<file path="src/rtl/median3_stream_filter.sv">
// rtl/median3_stream_filter.sv - streaming 3-tap sliding-window median filter
//
// Impulse-noise rejector between a sample source and downstream processing.
// Each accepted input sample shifts into a 3-deep window. Once the window is
// full, the median of the window is registered onto the output stream.
//
// Optional feature macro: MEDIAN_EDGE_REPLICATE_EN
//   defined     : the first sample after reset/flush fills all three taps, so
//                 every accepted sample produces one output.
//   not defined : outputs start at the third accepted sample.
//
// Ports:
//   clk         rising-edge clock
//   rst         synchronous active-high reset
//   in_valid    input sample valid
//   in_ready    filter can accept a sample this cycle
//   in_data     unsigned input sample, DATA_W bits
//   flush       drop the partial window and restart fill (pulse or level)
//   out_valid   out_data holds a median
//   out_ready   downstream accepts out_data
//   out_data    registered window median, DATA_W bits
//   fill_level  samples held in the window, 0..3

module median3_stream_filter #(
   parameter int DATA_W = 8
) (
   input  logic              clk,
   input  logic              rst,
   input  logic              in_valid,
   output logic              in_ready,
   input  logic [DATA_W-1:0] in_data,
   input  logic              flush,
   output logic              out_valid,
   input  logic              out_ready,
   output logic [DATA_W-1:0] out_data,
   output logic [1:0]        fill_level
);

   typedef enum logic [1:0] {
      FILL0 = 2'd0,
      FILL1 = 2'd1,
      FILL2 = 2'd2,
      RUN   = 2'd3
   } fill_t;

   fill_t             fill;
   // w0 is the newest held sample, w1 the one before. At the moment a median
   // is formed the window is {in_data, w0, w1}, so the oldest tap never needs
   // its own register.
   logic [DATA_W-1:0] w0;
   logic [DATA_W-1:0] w1;
   logic              accept;

   // Unsigned median: clamp c into the [min(a,b), max(a,b)] interval.
   // Ties fall out naturally (median(4,4,2) = 4).
   function automatic logic [DATA_W-1:0] median3(
      input logic [DATA_W-1:0] a,
      input logic [DATA_W-1:0] b,
      input logic [DATA_W-1:0] c
   );
      logic [DATA_W-1:0] lo;
      logic [DATA_W-1:0] hi;
      lo = (a < b) ? a : b;
      hi = (a < b) ? b : a;
      if (c < lo)
         return lo;
      else if (c > hi)
         return hi;
      else
         return c;
   endfunction

   // A held output blocks new input unless it is being taken this cycle;
   // this keeps out_data stable and the window frozen under backpressure.
   assign in_ready   = !flush && (!out_valid || out_ready);
   assign accept     = in_valid && in_ready;
   assign fill_level = fill;

   always_ff @(posedge clk) begin
      if (rst) begin
         fill      <= FILL0;
         w0        <= '0;
         w1        <= '0;
         out_valid <= 1'b0;
         out_data  <= '0;
      end else begin
         // Handshake clears the output; a median loaded below overrides it.
         if (out_valid && out_ready)
            out_valid <= 1'b0;

         if (flush) begin
            // Window contents become don't-care; a pending output survives.
            fill <= FILL0;
         end else if (accept) begin
            w1 <= w0;
            w0 <= in_data;
`ifdef MEDIAN_EDGE_REPLICATE_EN
            if (fill == FILL0) begin
               // Replicate the first sample into every tap so it is its own median.
               w1        <= in_data;
               fill      <= RUN;
               out_data  <= in_data;
               out_valid <= 1'b1;
            end else
`endif
            begin
               case (fill)
                  FILL0:   fill <= FILL1;
                  FILL1:   fill <= FILL2;
                  default: begin
                     fill      <= RUN;
                     out_data  <= median3(in_data, w0, w1);
                     out_valid <= 1'b1;
                  end
               endcase
            end
         end
      end
   end

endmodule

</file>
<file path="config.mk">
export PLATFORM = sky130hd
export DESIGN_NAME = median3_stream_filter
export DESIGN_NICKNAME = d
export VERILOG_FILES = /design/src/rtl/median3_stream_filter.sv
export SDC_FILE = /design/constraint.sdc
export NUM_CORES = 1
export LEC_CHECK = 0
export BUFFER_PORTS_ARGS = -buffer_cell sky130_fd_sc_hd__buf_2
export CAP_MARGIN = 40
export CORE_MARGIN = 2
export CORE_UTILIZATION = 44
export CTS_CLUSTER_DIAMETER = 200
export CTS_CLUSTER_SIZE = 40
export DETAILED_ROUTE_END_ITERATION = 10
export HOLD_SLACK_MARGIN = 0.08
export PLACE_DENSITY_LB_ADDON = 0.08
export SYNTH_ARGS = -nofsm -noshare
export SYNTH_HDL_FRONTEND = slang
export SYNTH_SLANG_ARGS = --single-unit
</file>
<file path="constraint.sdc">
create_clock -name clk -period 4 [get_ports clk]
set_clock_uncertainty 0.15 [all_clocks]
set_input_delay 0.4 -clock clk [delete_from_list [all_inputs] [get_ports clk]]
set_output_delay 0.4 -clock clk [all_outputs]
set_load 0.01 [all_outputs]
</file>
Word-level counts from Yosys, hierarchy flattened
Index checks and enable logic that the tools add are counted.
- order comparisons: 3
- reduce and logical (&&, ||, !) cells: 11
- bitwise operators: 2
- mux-type cells: 9
- eq/ne operators: 1
- operators by type and width (operator ; number):
    $mux W8 ; 4
    $lt A8 B8 Y1 ; 2
    $gt A8 B8 Y1 ; 1
    $mux W1 ; 4
    $pmux W2 S2 ; 1
    $reduce_or A2 Y1 ; 2
    $logic_and A1 B1 Y1 ; 3
    $reduce_and A3 Y1 ; 1
    $eq A2 B1 Y1 const B ; 1
    $logic_not A1 Y1 ; 2
    $logic_not A2 Y1 ; 1
    $not A1 Y1 ; 2
    $reduce_and A2 Y1 ; 1
    $logic_or A1 B1 Y1 ; 1
- flip-flop bits (word level): 27
- word-level logic and storage cells: 31
- input port bits: 13
- output and inout port bits: 12

Depth between registers and ports, before layout
Gate-level depths: netlist (run 1).
- word-level depth: 6
- mapped depth: 14
- gate-level depth less buffers: 14

Worst setup path before layout (run 1)
OpenSTA, ideal clock, no wires.
- kind: register -> register
- from: register w0[7]
- to: register out_data[0]
- stages on the path, launching flop included: 15
- path slack: 115 ps
- data arrival time: 3621 ps
- setup time: 114 ps
- required time: 3736 ps
- path through: dfxtp_1 inv_1 ha_1 and3_1 a221o_1 buf_2 a22o_1 a311oi_1 ha_1 nor2b_1 o21ai_0 a31oi_1 o22ai_1 mux2_2 a21o_1
- longest elaborated chain between the ends: 5
- elaborated cells between the ends (all ways): 7
- those cells by class: 3 x order compare; 4 x mux
- ends and longest elaborated chain (what ; line ; text):
    start: declaration ; 50 ; logic [DATA_W-1:0] w0;
    start signal: assignment ; 96 ; w0 <= in_data;
    $lt A8 B8 Y1 ; 63, 64 ;
    $mux W8 ; 64 ; hi = (a < b) ? b : a;
    $gt A8 B8 Y1 ; 67 ; else if (c > hi)
    $mux W8 ; 67 ;
    $mux W8 * ; 65 ; if (c < lo)
    end signal: assignment ; 112 ; out_data <= median3(in_data, w0, w1);
    end: declaration ; 35 ; output logic [DATA_W-1:0] out_data,
Every way passes the cells marked *; elsewhere a longest branch is shown, timed or not.
A chain may end at the register's enable or synchronous reset.

Worst setup path after layout (run 1)
- from: register w0[6]
- to: register out_data[0]
Same word-level chain as after synthesis.

==> results by group, run 1 <==
Run status
  • Run status: completed

Worst setup path
  • FF-to-FF End: out_data[0]
  • Worst R2R Start: w0[6]
  • Depth of the most critical reg-to-reg path: 14
  • Setup crit start: w0[6]
  • Flop2flop setup slack: 0.20 ns
  • Critical path arrival: 3.83 ns
  • Critical Path End: out_data[0]
  • Data required time at the worst endpoint: 4.03 ns
  • Crit start category: register
  • Nature of the critical path endpoint: register
  • Critical path class: register to register
  • Worst-path fanout max: 9

Floorplanning
  • Die boundary width: 71.5 microns
  • Area of the core: 4380 sq um
  • Ports: 25
  • Starting density of the core: 45.7%
  • # rows: 24
  • Die height: 71.5 microns
  • DIE AREA: 5110 sq um

Timing
  • Final hold violations: 0
  • Unrepaired setup endpoints after global routing: false
  • Final slew viol count: 0
  • Final setup violation count: 0
  • Worst slew slack as a fraction of its limit: 57.3%
  • Worst slew pin tran: 0.639 ns
  • TNS Setup: 0 ns
  • Highest achievable clock rate: 263 MHz
  • Final Critical Period: 3.80 ns
  • Minimum setup slack in the final design: 0.204 ns
  • Final Cycle Share: 94.9%

Clocking
  • Clock tree from TritonCTS: built
  • Clock edge transition at the registers on the reported setup and hold paths: 0.10 ns
  • Clock latency reported for the late side of the worst-skew pair: 0.28 ns
  • CTS-repair resized insts: 0
  • CTS sink count: 27
  • Inserted Clock Buffers: 3
  • Clock Tree Buf Depth: 2
  • Clock root cell: sky130_fd_sc_hd__clkbuf_8
  • Number of setup buffers added after CTS: 0
  • Number of hold buffers added after cts: 0
  • # H-tree levels: 1

Route
  • DRC marker count from the first detailed-route iteration: 84
  • Vias per inst: 5.76
  • First drt pass iteration count: 4
  • Final WL: 5040 microns
  • Post-detailed-route wirelength per cell: 15.5 microns
  • Remaining routing DRC violations: 0
  • Count of nets left with antenna violations after detail routing: 0
  • Total vias in the final route: 1872

Logic synthesis
  • Warnings, synthesis: 0
  • Biggest area consumer among synthesized cells: sky130_fd_sc_hd__dfxtp_1
  • Synthesized Nets: 278
  • Post-synthesis sequential element count: 27
  • Cell count after synthesis: 243
  • Top flip-flop cell by instance count after synthesis: sky130_fd_sc_hd__dfxtp_1
  • Fraction of post-synthesis cell area in the top cell type by area: 27.0%
  • Area contributors post-synth: sky130_fd_sc_hd__dfxtp_1 (27%), sky130_fd_sc_hd__ha_1 (14%), sky130_fd_sc_hd__nand2_1 (9.9%), sky130_fd_sc_hd__a21oi_1 (5.2%), sky130_fd_sc_hd__a22o_1 (3.5%)
  • Post-synthesis instance area: 2000 sq um
  • Sequential fraction of the synthesis area: 27.0%
  • Async SR Flop Fraction: 0%
  • Count of flip-flops with a built-in enable after synthesis: 0
  • Count of cell types in the netlist: 43
  • Mean instance size in the synthesized netlist: 8.25 sq um

Power
  • PD cells: 273 nW/um^2
  • Worst ir drop on vdd: 0.231 mV
  • Static leakage: 0.931 nW

Flow run
  • Maximum capacitance violations: 0

Placed design
  • Port Buffers: 24
  • Placement-stage cell area: 2250 sq um
  • Dpl hpwl: 3860 microns
  • Minimum setup slack after placement: 0.0133 ns
  • Placer's final routability congestion estimate: 0.840

Finish
  • Number of fill cells: 445
  • Area growth, synth to finish: 15.4%
  • Post-route core utilization: 52.8%
  • Post-Layout Inst Area: 2310 sq um
  • Final #Nets: 309
  • Fraction of layout instances using a drive strength above 1: 22.0%
  • ANT cells: 0
  • Commonest non-fill, non-tap cells in the layout: sky130_fd_sc_hd__nand2_1 (53), sky130_fd_sc_hd__dfxtp_1 (25), sky130_fd_sc_hd__buf_2 (24), sky130_fd_sc_hd__ha_1 (22), sky130_fd_sc_hd__a21oi_1 (21)
  • Most common cell after layout, fill and taps aside: sky130_fd_sc_hd__nand2_1

Global routing
  • Gr ovfl total: 0
  • Largest net degree at the start of global routing: 22
  • Number of global-route vias before repair: 1765
  • Antenna violations before repair: 0
  • Combined global-route utilization of all metal layers: 20.5%
  • Global-route wire length before repair: 8400 microns

Min path
  • Worst Hold Launch: flush
  • Hold/Removal Path Class: input port to register
area by class of cell:
| type | count | area, sq um | area share, % |
|---|---|---|---|
| Inverter | 16 | 60.1 | 2.60 |
| Clock inverter | 1 | 7.51 | 0.324 |
| Clock buffer | 3 | 41.3 | 1.78 |
| Sequential cell | 27 | 543 | 23.5 |
| Multi-Input combinational cell | 190 | 1370 | 59.4 |
| Timing Repair Buffer | 36 | 223 | 9.63 |
| Tap cell | 52 | 65.1 | 2.81 |
kinds of logic (layout without fill, tap and decap cells):
logic type	after synthesis	count (layout)	share of synthesized area, %
simple gates	80	80	17.2
fa+ha+maj	22	22	13.7
compound gates	73	73	29.0
buf+inv	26	56	5.12
mux	15	15	7.99
flops	27	27	27.0
registers in the layout, indices dropped and copies added (netlist names):
register / cells
out_data: 8
w0: 8
w1: 8
fill_level: 2
out_valid: 1
cells in the mapped netlist (2+ instances only):
master                      n
sky130_fd_sc_hd__nand2_1   53
sky130_fd_sc_hd__dfxtp_1   27
sky130_fd_sc_hd__ha_1      22
sky130_fd_sc_hd__a21oi_1   21
sky130_fd_sc_hd__inv_1     16
sky130_fd_sc_hd__nor3_1    10
sky130_fd_sc_hd__a22o_1     8
sky130_fd_sc_hd__mux2i_1    7
sky130_fd_sc_hd__o221ai_1   7
sky130_fd_sc_hd__a311oi_1   6
sky130_fd_sc_hd__clkbuf_1   6
sky130_fd_sc_hd__mux2_2     6
sky130_fd_sc_hd__a21o_1     5
sky130_fd_sc_hd__nor2_1     5
sky130_fd_sc_hd__buf_2      4
sky130_fd_sc_hd__o21ai_0    4
sky130_fd_sc_hd__o21a_1     3
sky130_fd_sc_hd__a211oi_2   2
sky130_fd_sc_hd__and3_1     2
sky130_fd_sc_hd__mux2_1     2
sky130_fd_sc_hd__nand3_1    2
sky130_fd_sc_hd__nor2b_1    2
sky130_fd_sc_hd__o211ai_1   2
sky130_fd_sc_hd__o22ai_1    2
where the power goes:
part	leakage [nW]	internal, W	switching [W]	total, W
logic	0.690	0.0000824	0.000106	0.000188
clock network	0.0217	0.0000708	0.0000913	0.000162
registers	0.220	0.000274	0.00000734	0.000282
through the flow:
stage                     power, W  hold WS [ns]  std cells
after floorplan           0.000414         0.310        243
after global placement    0.000473         0.293        321
after detailed placement  0.000474         0.296        321
after CTS                 0.000637         0.177        325
after global routing      0.000669         0.182        325
final                     0.000632         0.190        325
layer usage:
layer | global-route usage (%) | vias to the layer above | part of all wire, %
met5 | 0 | - | 0
met4 | 2.31 | 0 | 0.34
met3 | 3.38 | 2 | 3.9
met2 | 37.2 | 33 | 50
met1 | 26.4 | 884 | 46
li1 | - | 953 | -
worst min-delay path by stage:
stage	slack, ns	depth (start not counted)	endpoint
after CTS	0.18	2	fill_level[1]
after global routing	0.18	2	fill_level[1]
after detailed placement	0.30	2	out_data[2]
final	0.19	2	fill_level[1]
after floorplan	0.31	2	w1[0]
after global placement	0.29	2	out_data[5]
worst max-delay path, stage by stage (launching register included):
cell and delay (ns):
sky130_fd_sc_hd__dfxtp_2 0.40, sky130_fd_sc_hd__inv_1 0.05, sky130_fd_sc_hd__ha_1 0.28, sky130_fd_sc_hd__a21o_1 0.26, sky130_fd_sc_hd__a221o_2 0.45, sky130_fd_sc_hd__a22o_1 0.26
sky130_fd_sc_hd__a311oi_1 0.33, sky130_fd_sc_hd__ha_1 0.31, sky130_fd_sc_hd__and3_1 0.19, sky130_fd_sc_hd__o21ai_0 0.08, sky130_fd_sc_hd__a31oi_1 0.10, sky130_fd_sc_hd__o22ai_1 0.13
sky130_fd_sc_hd__buf_4 0.19, sky130_fd_sc_hd__mux2_2 0.35, sky130_fd_sc_hd__a21o_1 0.17
No activity file was read; power rests on OpenSTA's default activity.
==> inputs of run 2 (changes only) <==
==> constraint.sdc (replaced) <==
create_clock -name clk -period 4 [get_ports clk]
set_clock_uncertainty 0.15 [all_clocks]
set_input_delay 0.8 -clock clk [delete_from_list [all_inputs] [get_ports clk]]
set_output_delay 0.8 -clock clk [all_outputs]
set_load 0.01 [all_outputs]
==> run 2 against run 1 <==
  * Register-to-register slack hardly changed
  * Clock power about the same
  * Critical path depth unchanged
  * Highest routed layer unchanged
  * Power grew 6.8%
  * Non-clock buffer count is 26 higher
  * Sequential power hardly changed
  * Global-route usage grew 2.0 points
  * Critical endpoint unchanged
  * Core utilization up 5.5 points
  * Worst hold slack better by 0.13 ns
  * Setup slack got worse by 0.10 ns
==> results by group, run 2 (synthesized netlist as in run 1, its figures left out) <==
Run status
  • Run status: completed (unchanged)

Worst setup path
  • Depth of the most critical reg-to-reg path: 14 (unchanged)
  • Flop2flop setup slack: 0.19 ns (was 0.20 ns)
  • Critical path class: input port to register (was register to register)
  • Critical path arrival: 3.93 ns (was 3.83 ns)
  • Nature of the critical path endpoint: register (unchanged)
  • Worst-path fanout max: 8 (was 9)
  • Worst R2R Start: w0[6] (unchanged)
  • Crit start category: input port (was register)
  • Data required time at the worst endpoint: 4.03 ns (about the same)
  • FF-to-FF End: out_data[0] (unchanged)

Route
  • Count of nets left with antenna violations after detail routing: 0 (unchanged)
  • Final WL: 5280 microns (was 5040 microns)
  • Vias per inst: 5.59 (was 5.76)
  • DRC marker count from the first detailed-route iteration: 154 (was 84)
  • First drt pass iteration count: 4 (unchanged)
  • Remaining routing DRC violations: 0 (unchanged)
  • Post-detailed-route wirelength per cell: 15.0 microns (was 15.5 microns)
  • Total vias in the final route: 1961 (was 1872)

Clocking
  • Inserted Clock Buffers: 3 (unchanged)
  • # H-tree levels: 1 (unchanged)
  • Clock edge transition at the registers on the reported setup and hold paths: 0.10 ns (about the same)
  • Clock latency reported for the late side of the worst-skew pair: 0.28 ns (about the same)
  • Clock Tree Buf Depth: 2 (unchanged)
  • Clock root cell: sky130_fd_sc_hd__clkbuf_8 (unchanged)
  • Number of hold buffers added after cts: 0 (unchanged)
  • Clock tree from TritonCTS: built (unchanged)
  • CTS sink count: 27 (unchanged)

Floorplanning
  • Area of the core: 4380 sq um (unchanged)
  • Die height: 71.5 microns (unchanged)
  • DIE AREA: 5110 sq um (unchanged)
  • Die boundary width: 71.5 microns (unchanged)
  • Starting density of the core: 45.7% (unchanged)
  • # rows: 24 (unchanged)
  • Ports: 25 (unchanged)

Power
  • Worst ir drop on vdd: 0.176 mV (was 0.231 mV)
  • Static leakage: 1.07 nW (was 0.931 nW)
  • PD cells: 264 nW/um^2 (was 273 nW/um^2)

Min path
  • Min-Delay Endpoint: out_data[5] (was fill_level[1])
  • Hold/Removal Path Class: register to register (was input port to register)
  • Worst Hold Launch: out_data[5] (was flush)
  • Number of stages on the worst hold path: 2 (unchanged)

Finish
  • Storage cell area: 541 sq um (was 543 sq um)
  • Multi-input logic area: 1420 sq um (was 1370 sq um)
  • Number of fill cells: 429 (was 445)
  • Post-Layout Inst Area: 2550 sq um (was 2310 sq um)
  • Commonest non-fill, non-tap cells in the layout: sky130_fd_sc_hd__nand2_1 (52), sky130_fd_sc_hd__buf_4 (37), sky130_fd_sc_hd__dfxtp_1 (27), sky130_fd_sc_hd__buf_2 (24) (was sky130_fd_sc_hd__nand2_1 (53), sky130_fd_sc_hd__dfxtp_1 (25), sky130_fd_sc_hd__buf_2 (24), sky130_fd_sc_hd__ha_1 (22), sky130_fd_sc_hd__a21oi_1 (21))
  • ANT cells: 0 (unchanged)
  • Area growth, synth to finish: 27.3% (was 15.4%)
  • Post-route core utilization: 58.2% (was 52.8%)
  • Final #Nets: 335 (was 309)
  • Number of standard cells in the layout, taps in and fillers out: 351 (was 325)
  • Most common cell after layout, fill and taps aside: sky130_fd_sc_hd__nand2_1 (unchanged)
  • Fraction of layout instances using a drive strength above 1: 31.1% (was 22.0%)
  • Registers with the highest flip-flop counts: out_data: 8 flops, w0: 8 flops, w1: 8 flops (unchanged)

Timing
  • Final hold violations: 0 (unchanged)
  • Minimum setup slack in the final design: 0.0997 ns (was 0.204 ns)
  • Final Critical Period: 3.90 ns (was 3.80 ns)
  • Worst slew pin tran: 0.679 ns (was 0.639 ns)
  • TNS Setup: 0 ns (unchanged)
  • Worst slew slack as a fraction of its limit: 54.6% (was 57.3%)
  • Final Cycle Share: 97.5% (was 94.9%)
  • Final slew viol count: 0 (unchanged)
  • Highest achievable clock rate: 256 MHz (was 263 MHz)
  • Final setup violation count: 0 (unchanged)

Placed design
  • Port Buffers: 24 (unchanged)
  • Cell count after placement: 345 (was 321)
  • Minimum setup slack after placement: -0.267 ns (was 0.0133 ns)
  • Dpl hpwl: 4020 microns (was 3860 microns)
  • Placement-stage cell area: 2440 sq um (was 2250 sq um)
  • Placer's final routability congestion estimate: 0.783 (was 0.840)

Global routing
  • Number of global-route vias before repair: 1974 (was 1765)
  • Gr ovfl total: 0 (unchanged)
  • Antenna violations before repair: 0 (unchanged)
  • Largest net degree at the start of global routing: 22 (unchanged)
  • Global-route wire length before repair: 9250 microns (was 8400 microns)
  • Combined global-route utilization of all metal layers: 22.6% (was 20.5%)

Flow run
  • Maximum capacitance violations: 0 (unchanged)
==> run 2: changes by cell type in the layout (fill, tap and decap cells not counted), sizes merged <==
cell / previous run / this run
clkinv: 0 / 1
buf: 36 / 62
clkinvlp: 1 / 0
==> run 2: cell type report <==
type | count | share of cell area (%)
clock buffers | 3 | 1.62
clock inverters | 1 | 0.196
inverters | 16 | 2.35
multi-input cells | 190 | 55.7
flip-flops and latches | 27 | 21.2
well taps | 52 | 2.55
repair buffers | 62 | 16.4
==> run 2: repair_timing <==
action | 4_1_cts | 5_1_grt
hold endpoints to repair | 0 | 0
setup buffers | 0 | 2
setup endpoints to repair | 0 | 8
resized for setup | 0 | 10
==> run 2: metal layers <==
layer / track usage, % / vias up / wire length [microns] / part of all wire (%)
met3: 3.09 / 6 / 145 / 2.7
met2: 38.2 / 39 / 2530 / 48
met1: 30.6 / 912 / 2550 / 48
li1: - / 1004 / - / -
met4: 5.03 / 0 / 51 / 0.97
met5: 0 / - / 0 / 0
==> run 2: worst max path at each step <==
| stage | start | end | slack (ns) | depth (start not counted) |
|---|---|---|---|---|
| final | in_data[6] | out_data[0] | 0.1 | 14 |
| after global routing | in_data[1] | out_data[6] | -0.04 | 14 |
| after CTS | in_data[6] | out_data[0] | 0.02 | 12 |
| after detailed placement | in_data[6] | out_data[0] | -0.27 | 12 |
| after global placement | in_data[6] | out_data[0] | -0.25 | 13 |
| after floorplan | in_data[7] | out_data[0] | 0.05 | 13 |
==> run 2: worst max-delay path: stages <==
cell and delay, ns:
sky130_fd_sc_hd__buf_2 0.11, sky130_fd_sc_hd__ha_1 0.30, sky130_fd_sc_hd__and3_1 0.19, sky130_fd_sc_hd__a221o_2 0.44
sky130_fd_sc_hd__a22o_1 0.26, sky130_fd_sc_hd__a311oi_2 0.31, sky130_fd_sc_hd__ha_1 0.29, sky130_fd_sc_hd__nor2b_1 0.13
sky130_fd_sc_hd__o21ai_0 0.14, sky130_fd_sc_hd__a31oi_1 0.14, sky130_fd_sc_hd__o22ai_4 0.17, sky130_fd_sc_hd__buf_12 0.15
sky130_fd_sc_hd__mux2_2 0.33, sky130_fd_sc_hd__a21o_1 0.17
==> run 2: metrics by stage <==
| stage | hold slack [ns] | total power [W] |
|---|---|---|
| detailed placement | 0.296 | 0.000504 |
| floorplan | 0.310 | 0.000418 |
| CTS | 0.324 | 0.000666 |
| global placement | 0.292 | 0.000502 |
| finish | 0.322 | 0.000675 |
| global route | 0.361 | 0.000715 |
==> run 2: where the power goes <==
group          internal, W  leakage [nW]  switching [W]
sequential        0.000274         0.219     0.00000657
combinational     0.000113         0.826       0.000118
clock            0.0000701        0.0255      0.0000935
==> inputs of run 3 (changes only) <==
==> constraint.sdc (replaced) <==
create_clock -name clk -period 3.3 [get_ports clk]
set_clock_uncertainty 0.15 [all_clocks]
set_input_delay 0.66 -clock clk [delete_from_list [all_inputs] [get_ports clk]]
set_output_delay 0.66 -clock clk [all_outputs]
set_load 0.01 [all_outputs]
==> run 3 against run 2 <==
  * The flow now finishes with violations (negative setup slack)
  * Flip-flop and latch count stayed put
  * Register-to-register slack worse by 0.42 ns
  * Global-route usage grew 0.63 points
  * Sequential share of layout area decreased by 3.7 points
  * Largest power group is now combinational logic
  * Largest cell class unchanged
  * Combinational power grew 78%
  * Non-clock buffer count is 26 higher
  * Power rose by 42%
  * Clock power up 29%
==> results by group, run 3 (synthesized netlist as in run 1, its figures left out) <==
Worst setup path
  • Data required time at the worst endpoint: 3.36 ns (was 4.03 ns)
  • FF-to-FF End: out_data[6] (was out_data[0])
  • Depth of the most critical reg-to-reg path: 14 (unchanged)
  • Max stage delay cell, worst path: sky130_fd_sc_hd__a221o_2 (unchanged)
  • Flop2flop setup slack: -0.23 ns (was 0.19 ns)
  • Worst R2R Start: w0[6] (unchanged)
  • Critical path arrival: 3.62 ns (was 3.93 ns)
  • Crit-path cells: buf_8 > ha_4 > a21o_4 > a221o_2 > a22o_1 > a311oi_2 > ha_1 > and3_4 > o21ai_2 > a31oi_2 > o22ai_4 > buf_12 > mux2_1 > o221ai_1 (was buf_2 > ha_1 > and3_1 > a221o_2 > a22o_1 > a311oi_2 > ha_1 > nor2b_1 > o21ai_0 > a31oi_1 > o22ai_4 > buf_12 > mux2_2 > a21o_1)
  • Worst stage delay on the critical path: 0.41 ns (was 0.44 ns)
  • Worst-path fanout max: 7 (was 8)
  • Crit start category: input port (unchanged)
  • Critical path class: input port to register (unchanged)
  • Nature of the critical path endpoint: register (unchanged)

Global routing
  • Combined global-route utilization of all metal layers: 23.2% (was 22.6%)
  • Largest net degree at the start of global routing: 22 (unchanged)
  • Antenna violations before repair: 0 (unchanged)
  • Gr ovfl total: 0 (unchanged)
  • Global-route wire length before repair: 9410 microns (was 9250 microns)
  • Number of global-route vias before repair: 2026 (was 1974)

Timing
  • Highest achievable clock rate: 281 MHz
  • Unrepaired setup endpoints after global routing: true
  • Hold Slack: 0.326 ns (was 0.322 ns)
  • Final hold violations: 0 (unchanged)
  • Worst slew slack as a fraction of its limit: 58.6% (was 54.6%)
  • Final Cycle Share: 108%
  • Final Critical Period: 3.56 ns
  • Minimum setup slack in the final design: -0.261 ns (was 0.0997 ns)
  • Worst slew pin tran: 0.621 ns (was 0.679 ns)
  • Final setup violation count: 8 (was 0)
  • Final slew viol count: 0 (unchanged)
  • TNS Setup: -1.86 ns (was 0 ns)

Route
  • Post-detailed-route wirelength per cell: 16.0 microns (was 15.0 microns)
  • Routed metal-1 wire length: 2730 microns (was 2550 microns)
  • Vias per inst: 5.65 (was 5.59)
  • First drt pass iteration count: 4 (unchanged)
  • Final WL: 6040 microns (was 5280 microns)
  • Detail Route met3 WL: 175 microns (was 145 microns)
  • Remaining routing DRC violations: 0 (unchanged)
  • Top routing layer in use: met4 (unchanged)
  • Wire length on met2: 3030 microns (was 2530 microns)
  • Total vias in the final route: 2131 (was 1961)
  • DRC marker count from the first detailed-route iteration: 94 (was 154)
  • Count of nets left with antenna violations after detail routing: 0 (unchanged)

Finish
  • Multi-input logic area: 1730 sq um (was 1420 sq um)
  • Area growth, synth to finish: 54.4% (was 27.3%)
  • Most common cell after layout, fill and taps aside: sky130_fd_sc_hd__buf_4 (was sky130_fd_sc_hd__nand2_1)
  • ANT cells: 0 (unchanged)
  • Final #Nets: 361 (was 335)
  • Commonest non-fill, non-tap cells in the layout: sky130_fd_sc_hd__buf_4 (59), sky130_fd_sc_hd__nand2_1 (52), sky130_fd_sc_hd__dfxtp_1 (26), sky130_fd_sc_hd__buf_2 (22), sky130_fd_sc_hd__a21oi_1 (19) (was sky130_fd_sc_hd__nand2_1 (52), sky130_fd_sc_hd__buf_4 (37), sky130_fd_sc_hd__dfxtp_1 (27), sky130_fd_sc_hd__buf_2 (24))
  • Fraction of layout instances using a drive strength above 1: 46.5% (was 31.1%)
  • Registers with the highest flip-flop counts: out_data: 8 flops, w0: 8 flops, w1: 8 flops (unchanged)
  • Post-route core utilization: 70.6% (was 58.2%)
  • Storage cell area: 542 sq um (was 541 sq um)
  • Number of fill cells: 336 (was 429)

Power
  • Power Internal: 0.000636 W (was 0.000457 W)
  • Worst ir drop on vdd: 0.202 mV (was 0.176 mV)
  • Static leakage: 1.26 nW (was 1.07 nW)
  • Psw: 0.000322 W (was 0.000218 W)
  • PD cells: 310 nW/um^2 (was 264 nW/um^2)
  • Sw Share: 33.6% (was 32.3%)
  • Gate power share: 42.7% (was 34.1%)
  • Total power: 0.000958 W (was 0.000675 W)
  • Share of power burned in the clock network: 22.1% (was 24.2%)
  • Part of the power in registers: 35.2% (was 41.6%)

Clocking
  • # H-tree levels: 1 (unchanged)
  • Clock tree from TritonCTS: built (unchanged)
  • Clock Tree Buf Depth: 2 (unchanged)
  • Clock edge transition at the registers on the reported setup and hold paths: 0.10 ns (about the same)
  • CTS sink count: 27 (unchanged)
  • Clock latency reported for the late side of the worst-skew pair: 0.29 ns (was 0.28 ns)
  • Clock root cell: sky130_fd_sc_hd__clkbuf_8 (unchanged)
  • Inserted Clock Buffers: 3 (unchanged)

Floorplanning
  • Die boundary width: 71.5 microns (unchanged)
  • # rows: 24 (unchanged)
  • DIE AREA: 5110 sq um (unchanged)
  • Die height: 71.5 microns (unchanged)
  • Ports: 25 (unchanged)
  • Area of the core: 4380 sq um (unchanged)
  • Starting density of the core: 45.7% (unchanged)

Placed design
  • Dpl hpwl: 4160 microns (was 4020 microns)
  • Minimum setup slack after placement: -0.713 ns (was -0.267 ns)
  • Port Buffers: 24 (unchanged)
  • Placer's final routability congestion estimate: 0.860 (was 0.783)

Run status
  • Failing checks: negative setup slack
  • Run status: finished, violations left (was completed)

Min path
  • Hold/Removal Path Class: register to register (unchanged)
  • Worst Hold Launch: out_data[3] (was out_data[5])
  • Number of stages on the worst hold path: 2 (unchanged)
  • Min-Delay Endpoint: out_data[3] (was out_data[5])

Flow run
  • Maximum capacitance violations: 0 (unchanged)
==> run 3: cell count changes in the layout (fill, tap and decap cells not counted), moves of 3 or more <==
cell,delta
sky130_fd_sc_hd__mux2i_1,-3
sky130_fd_sc_hd__a311oi_2,+3
sky130_fd_sc_hd__buf_6,+4
sky130_fd_sc_hd__ha_1,-7
sky130_fd_sc_hd__ha_4,+7
sky130_fd_sc_hd__o21ai_2,+3
sky130_fd_sc_hd__buf_4,+22
sky130_fd_sc_hd__mux2i_4,+5
sky130_fd_sc_hd__a311oi_1,-3
sky130_fd_sc_hd__o221ai_1,-5
sky130_fd_sc_hd__o221ai_2,+5
==> run 3: per-stage QoR <==
stage               std cells  area, sq um
finish                    377         3100
global route              377         3100
CTS                       372         2870
detailed placement        356         2620
global placement          356         2620
floorplan                 243         2110
==> run 3: layer usage <==
layer,track usage [%],up-vias
met5,0,-
met4,7.76,0
met3,2.25,9
met2,39.1,37
met1,31.1,1022
li1,-,1063
==> run 3: what timing repair did <==
| action | 4_1_cts | 5_1_grt |
|---|---|---|
| endpoints found under the setup margin | 8 | 8 |
| gates resized for setup | 22 | 32 |
| buffers inserted | 12 | 5 |
| pin swaps | 24 | 15 |
| hold buffers | 0 | 0 |
==> run 3: worst max-delay path: cells and delay by family <==
family	cells	cell delay, ns
buffers and inverters	2	0.26
adders and majority gates	2	0.51
and+or+nand+nor	1	0.16
AOI/OAI and AO/OA	8	1.72
muxes	1	0.32
==> run 3: final cells by class <==
| class | instances | area share, % |
|---|---|---|
| tap | 52 | 2.10 |
| multi-input combinational | 190 | 55.8 |
| clock buffer | 3 | 1.33 |
| clock inverter | 1 | 0.243 |
| timing repair buffer | 88 | 21.1 |
| inverter | 16 | 1.94 |
| sequential | 27 | 17.5 |
==> run 3: how the worst max path moves through the flow <==
stage | startpoint | endpoint | slack, ns | depth (start not counted)
finish | in_data[6] | out_data[6] | -0.26 | 14
global placement | in_data[5] | out_data[7] | -0.67 | 13
detailed placement | in_data[5] | out_data[7] | -0.71 | 13
global route | in_data[6] | out_data[2] | -0.34 | 14
floorplan | in_data[6] | out_data[0] | -0.31 | 13
CTS | in_data[6] | out_data[0] | -0.26 | 14
==> run 3: power groups by stage <==
stage	registers, W	logic, W	clock network, W
finish	0.000338	0.000409	0.000212
global placement	0.000345	0.000300	0
CTS	0.000337	0.000349	0.000218
detailed placement	0.000345	0.000303	0
global route	0.000338	0.000438	0.000231
floorplan	0.000347	0.000176	0
